**config.mk**
```make
export PLATFORM = sky130hd
export DESIGN_NAME = nl2_dbank_rmw_wr_ctrl
export DESIGN_NICKNAME = d
export VERILOG_FILES = /design/src/rtl/nl2_dbank_rmw_wr_ctrl.sv
export SDC_FILE = /design/constraint.sdc
export NUM_CORES = 1
export LEC_CHECK = 0
export ABC_AREA = 1
export CAP_MARGIN = 20
export CORE_ASPECT_RATIO = 1.25
export CORE_UTILIZATION = 49
export DETAILED_ROUTE_END_ITERATION = 7
export PLACE_DENSITY = 0.8
export SLEW_MARGIN = 20
export SYNTH_ARGS = -nofsm -noshare
export SYNTH_HDL_FRONTEND = slang
export SYNTH_SLANG_ARGS = --single-unit
export TNS_END_PERCENT = 50
```
**constraint.sdc**
```tcl
create_clock -name dbank_ctrl_clk -period 2.03 [get_ports dbank_ctrl_clk]
set_input_delay 0.3045 -clock dbank_ctrl_clk [delete_from_list [all_inputs] [get_ports dbank_ctrl_clk]]
set_output_delay 0.3045 -clock dbank_ctrl_clk [all_outputs]
set_load 0.1 [all_outputs]
```
**src/rtl/nl2_dbank_rmw_wr_ctrl.sv**
```systemverilog
// Data-bank write controller: SRAM writes, partial-segment read-modify-write and post-reset zero-init sweep.
// Write strobe one cycle after a word is seen in IDLE; the buffer is held off (no accept) until the write cycle.
module nl2_dbank_rmw_wr_ctrl #(
    parameter int N_SRAM         = 4,
    parameter int N_NARROW       = 4,
    parameter int BNK_ADDR_SIZE  = 10,
    parameter int BNK_DATA_WIDTH = 8,
    parameter int BNK_ECC_WIDTH  = 4,
    parameter int RAW_MASK_W     = 2,
    parameter int SRAM_RD_LAT    = 2,
    parameter int RMW_ECC_PIPE   = 1
) (
    input  logic                                    dbank_ctrl_clk,
    input  logic                                    rst_a,
    input  logic                                    init_req,
    output logic                                    init_going,
    output logic                                    init_done,
    input  logic                                    rd_busy,
    input  logic [BNK_ADDR_SIZE-1:0]                wr_addr,
    input  logic [N_SRAM-1:0]                       wr_sram_sel,
    input  logic                                    wdata_out_valid,
    input  logic                                    wdata_out_rmw_req,
    input  logic                                    wdata_out_err,
    input  logic [BNK_DATA_WIDTH-1:0]               wdata_out_data,
    input  logic [BNK_ECC_WIDTH-1:0]                wdata_out_ecc,
    input  logic [RAW_MASK_W*N_NARROW-1:0]          wdata_out_mask,
    output logic                                    wdata_out_accept,
    output logic                                    wdata_rmw_read,
    output logic [N_SRAM-1:0]                       sram_me,
    output logic                                    sram_we,
    output logic [BNK_ADDR_SIZE-1:0]                sram_addr,
    output logic [BNK_DATA_WIDTH+BNK_ECC_WIDTH-1:0] sram_wdata,
    output logic [RAW_MASK_W*N_NARROW-1:0]          sram_wmask,
    output logic                                    wr_done,
    output logic                                    wr_err,
    output logic                                    idle
);

    localparam int MASK_W = RAW_MASK_W * N_NARROW;
    localparam int WD_W   = BNK_DATA_WIDTH + BNK_ECC_WIDTH;
    localparam int LAT_W  = (SRAM_RD_LAT > 1) ? $clog2(SRAM_RD_LAT) : 1;

    typedef enum logic [2:0] {
        S_IDLE,
        S_INIT,
        S_WR,
        S_RMW_RD,
        S_RMW_WAIT,
        S_RMW_MRG
    } state_t;

    state_t                   state;
    state_t                   state_nxt;
    logic [BNK_ADDR_SIZE-1:0] lat_addr;
    logic [N_SRAM-1:0]        lat_sel;
    logic [LAT_W-1:0]         lat_cnt;
    logic [1:0]               mrg_cnt;
    logic [BNK_ADDR_SIZE-1:0] init_cnt;
    logic                     rmw_pend;
    logic [BNK_ADDR_SIZE-1:0] addr_q;
    logic [WD_W-1:0]          wdata_q;
    logic [MASK_W-1:0]        wmask_q;
    logic                     init_last;
    logic                     take_word;

    assign init_last = (init_cnt == {BNK_ADDR_SIZE{1'b1}});
    assign take_word = (state == S_IDLE) && !rd_busy && !init_req && wdata_out_valid;

    always_ff @(posedge dbank_ctrl_clk or posedge rst_a) begin
        if (rst_a) begin
            state     <= S_IDLE;
            lat_addr  <= '0;
            lat_sel   <= '0;
            lat_cnt   <= '0;
            mrg_cnt   <= '0;
            init_cnt  <= '0;
            rmw_pend  <= 1'b0;
            addr_q    <= '0;
            wdata_q   <= '0;
            wmask_q   <= '0;
            init_done <= 1'b0;
        end else begin
            state     <= state_nxt;
            init_done <= (state == S_INIT) && init_last;
            if (take_word) begin
                lat_addr <= wr_addr;
                lat_sel  <= wr_sram_sel;
            end
            if (state == S_RMW_RD) begin
                lat_cnt <= LAT_W'(SRAM_RD_LAT - 1);
            end else if (state == S_RMW_WAIT && lat_cnt != '0) begin
                lat_cnt <= lat_cnt - LAT_W'(1);
            end
            if (state == S_RMW_WAIT && lat_cnt == '0) begin
                mrg_cnt <= 2'(RMW_ECC_PIPE + 1);
            end else if (state == S_RMW_MRG && mrg_cnt != 2'd0) begin
                mrg_cnt <= mrg_cnt - 2'd1;
            end
            if (state == S_INIT) begin
                init_cnt <= init_last ? '0 : init_cnt + BNK_ADDR_SIZE'(1);
            end
            if (state == S_RMW_RD) begin
                rmw_pend <= 1'b1;
            end else if (state == S_WR) begin
                rmw_pend <= 1'b0;
            end
            // Hold the address/data/mask pins between accesses so they never toggle idly.
            if (|sram_me) begin
                addr_q  <= sram_addr;
                wdata_q <= sram_wdata;
                wmask_q <= sram_wmask;
            end
        end
    end

    always_comb begin
        state_nxt        = state;
        sram_me          = '0;
        sram_we          = 1'b0;
        sram_addr        = addr_q;
        sram_wdata       = wdata_q;
        sram_wmask       = wmask_q;
        wdata_out_accept = 1'b0;
        wdata_rmw_read   = 1'b0;
        wr_done          = 1'b0;
        wr_err           = 1'b0;
        init_going       = 1'b0;
        case (state)
            S_IDLE: begin
                if (!rd_busy) begin
                    if (init_req) begin
                        state_nxt = S_INIT;
                    end else if (wdata_out_valid) begin
                        state_nxt = wdata_out_rmw_req ? S_RMW_RD : S_WR;
                    end
                end
            end
            S_INIT: begin
                init_going = 1'b1;
                sram_me    = '1;
                sram_we    = 1'b1;
                sram_addr  = init_cnt;
                sram_wdata = {wdata_out_ecc, {BNK_DATA_WIDTH{1'b0}}};
                sram_wmask = '1;
                if (init_last) begin
                    state_nxt = S_IDLE;
                end
            end
            S_WR: begin
                // A merge that still asks for RMW is retried from the read rather than written.
                if (rmw_pend && wdata_out_rmw_req) begin
                    state_nxt = S_RMW_RD;
                end else begin
                    sram_me          = lat_sel;
                    sram_we          = 1'b1;
                    sram_addr        = lat_addr;
                    sram_wdata       = {wdata_out_ecc, wdata_out_data};
                    sram_wmask       = wdata_out_mask;
                    wdata_out_accept = 1'b1;
                    wr_done          = 1'b1;
                    wr_err           = wdata_out_err;
                    state_nxt        = S_IDLE;
                end
            end
            S_RMW_RD: begin
                sram_me   = lat_sel;
                sram_addr = lat_addr;
                state_nxt = S_RMW_WAIT;
            end
            S_RMW_WAIT: begin
                if (lat_cnt == '0) begin
                    wdata_rmw_read = 1'b1;
                    state_nxt      = S_RMW_MRG;
                end
            end
            S_RMW_MRG: begin
                // The write cycle coincides with the merge counter reaching zero.
                if (mrg_cnt == 2'd1) begin
                    state_nxt = S_WR;
                end
            end
            default: state_nxt = S_IDLE;
        endcase
    end

    assign idle = (state == S_IDLE) && !wdata_out_valid && !rst_a;

    assert property (@(posedge dbank_ctrl_clk) disable iff (rst_a)
        !(wdata_rmw_read && rd_busy));
    assert property (@(posedge dbank_ctrl_clk) disable iff (rst_a)
        !(state == S_WR && rmw_pend && wdata_out_rmw_req));

endmodule
```
==> results.md <==
- Status: finished, violations left
- Failing checks: setup timing
- Vias in the first global route: 3679
- I/O Buffers: 82
- Cts bufs inserted: 9
- GRT Util Overall: 0.330
- Maximum VDD drop: 0.366 mV
- Crit-path cells: clkdlybuf4s50_1, nand2_1, inv_1, nand3_2, nand2_8, buf_12, nand2_4, nand3b_1, buf_12
- Setup violators final: 37
- CTS max path bufs: 2
- CTS sink cnt: 62
- Initial core utilization: 0.507
- Critical path data required time: ~1.7 ns
- Initial antenna violation count: 0
- Die W: ~76 um
- CP bufs+invs: 4
- Crit end category: output port
- Pins over their slew limit: 0
- Router iterations before antenna repair: 5
- Mean post-synth cell area: approximately 7.3 sq um
- Top cell type's share of synthesized area: 0.466
- Syn Nets: 498
- Worst-path clk slew: 0.06 ns
- RSZ-0062 raised after global routing: true
- Post-layout min period: 2.27 ns
- Delay-heaviest family, CP: buffers and inverters
- Cell taking the most area after synthesis: dfrtp_1
- Vias: 3900
- Post-DP Area: 0.00487 sq mm
- # IOs: 83
- Die area: about 0.007 sq mm
- Via density: 5.95
- Final Hold Fails: 0
- Clk_skew: 0.00396 ns
- Total power: 2.40 mW
- Gpl congestion: 0.970
- FMAX: between 400 and 500 MHz
- Cts hold-fix bufs: 0
- Rows: 33
- Sequential area share after synthesis: 0.466
- Root Buffer: clkbuf_8
- Wire per inst: 18.9 um
- Max FO, Critical Path: 5
- Core area: 0.00657 sq mm
- Critical path's largest stage delay: 0.53 ns
- Crit Path Category: in -> out
- CTS tree: done
- Worst slack, placed: -0.0482 ns
- Largest cells by area after synthesis: dfrtp_1 47%, nand2_1 18%, nand3_1 13%
- Max cap viols: 0
- Largest net degree at the start of global routing: 31
- Share of layout cells above drive strength 1: 0.329
- Pleak: 2.70 nW
- Synth Warn #: 0
- 1st-iter DRT viols: 367
- Remaining DRCs: 0
- Flops & latches, synth: a little over 60
- Die Height: about 94 um
- First-pass GRT wire length: 17300 um
- CP arrival: 1.97 ns
- Slowest CP cell: clkdlybuf4s50_1
- Slew Limit Headroom: 0.663
- Hold Crit Class: in -> async
- Post-route setup slack: -0.240 ns
- Post-DP HPWL: 6830 um
- Worst-skew pair later-pin latency: 0.35 ns
- Post-Route WL: 12400 um
- Post-route cell area: between 0.005 and 0.006 sq mm
- Tcrit/Tclk final: 1.12
- Synthesized area: 0.00333 sq mm
- Setup crit start kind: input pin
- Power per cell area: between 400 and 500 mW/mm^2
- Ant. Diodes: 0
- Netlist cell types: 27
- Post-layout util: 0.858
- Cells after Synth: 453
- Most frequent CP cell: buf_12
- Area grow syn2layout: 69.2%
- Worst-Margin Slew: 0.505 ns
- Total negative setup slack: -4.33 ns
- Fin nets: approximately 610
- Grt ovf: 0
- Antenna-violating nets left: 0
- Htree depth: 3
[cell usage after synthesis, drive strengths merged]
master and instances:
xor2 3, ha 4, xnor2 1, buf 17, inv 42, dfrtp 62
o21ai 29, nand2 158, o211ai 1, a21oi 6, a31o 1, nor4 1
nand3b 1, a21boi 1, o21a 1, clkbuf 4, nor2 24, nor3 5
nand4 3, nand3 89
[through the flow]
step,hold slack (ns),instances
global route,0.463,656
CTS,0.387,648
global placement,0.488,621
finish,0.433,656
detailed placement,0.490,621
floorplan,0.425,453
[report_power, final]
| group | internal [mW] | switching, mW |
|---|---|---|
| Clock | 0.492 | 0.476 |
| Combinational | 0.0944 | 0.0911 |
| Sequential | 1.24 | 0.00285 |
| Total | 1.83 | 0.570 |
[cell type report]
cell class | instances | area, sq um
sequential | 62 | 1550
clock inverter | 2 | 10.0
clock buffer | 12 | 155
tap | 87 | 109
multi-input combinational | 328 | 1900
timing repair buffer | 123 | 1740
inverter | 42 | 168
fill | 320 | 931
[cell usage in the layout (no fill, tap or decap), types with 4 or more instances in the layout]
cell | Yosys | routed
inv_1 | 40 | 32
a21oi_1 | 6 | 6
inv_2 | 2 | 6
o21ai_2 | 3 | 6
o21ai_0 | 18 | 15
dfrtp_1 | 62 | 60
clkdlybuf4s50_1 | 0 | 40
nand3_1 | 88 | 68
nand2_4 | 0 | 12
clkbuf_8 | 0 | 11
o21ai_1 | 8 | 7
buf_4 | 5 | 26
nor3_1 | 4 | 4
nand2_1 | 158 | 117
nand3_2 | 1 | 16
nor2_1 | 23 | 18
buf_12 | 0 | 49
nand2_2 | 0 | 28
inv_4 | 0 | 4
buf_6 | 0 | 4
nand3_4 | 0 | 5
[timing repair]
| item | CTS | global route |
|---|---|---|
| buffers inserted | 10 | 8 |
| cloned | 3 | 1 |
| setup endpoints to repair | 36 | 36 |
| pin swaps | 8 | 16 |
| resized for setup | 54 | 43 |
[flip-flops by register name, summed over array words and instances, names as in the netlist]
register / cells
rmw_pend: 1
wmask_q: 8
lat_sel: 4
wdata_q: 12
init_cnt: 10
lat_addr: 10
init_done: 1
addr_q: 10
lat_cnt: 1
state: 3
mrg_cnt: 2
[layer usage]
| layer | up-vias | part of all wire | global-route usage |
|---|---|---|---|
| li1 | 1695 | - | - |
| met5 | - | 0 | 0 |
| met3 | 61 | 0.076 | 0.0633 |
| met2 | 279 | 0.53 | 0.587 |
| met1 | 1865 | 0.35 | 0.369 |
| met4 | 0 | 0.049 | 0.156 |
[cell families (layout without fill, tap and decap cells)]
kind of cell,count (synthesis),in the layout,share of synthesized area
XOR/XNOR,4,4,0.0105
flip-flops,62,62,0.466
AO/OA/AOI/OAI,39,39,0.0654
buffers and inverters,63,179,0.0812
adder cells (fa/ha/maj),4,4,0.0150
AND/OR/NAND/NOR,281,281,0.362
[worst paths after layout]
path | startpoint | to | slack, ns | cells after the start
setup / recovery | wdata_out_rmw_req | sram_addr[7] | -0.24 | 9
hold / removal | rst_a | state[1]$_DFFE_PP0P_ | 0.43 | 2
setup reg to reg | state[1]$_DFFE_PP0P_ | addr_q[8]$_DFFE_PP0P_ | 0.15 | 9
hold reg to reg | addr_q[4]$_DFFE_PP0P_ | addr_q[4]$_DFFE_PP0P_ | 0.51 | 2
max in group asynchronous | rst_a | init_cnt[2]$_DFFE_PP0P_ | 1.02 | 3
min in group dbank_ctrl_clk | wr_addr[0] | lat_addr[0]$_DFFE_PP0P_ | 0.50 | 3
(Power assumes the default switching activity.)
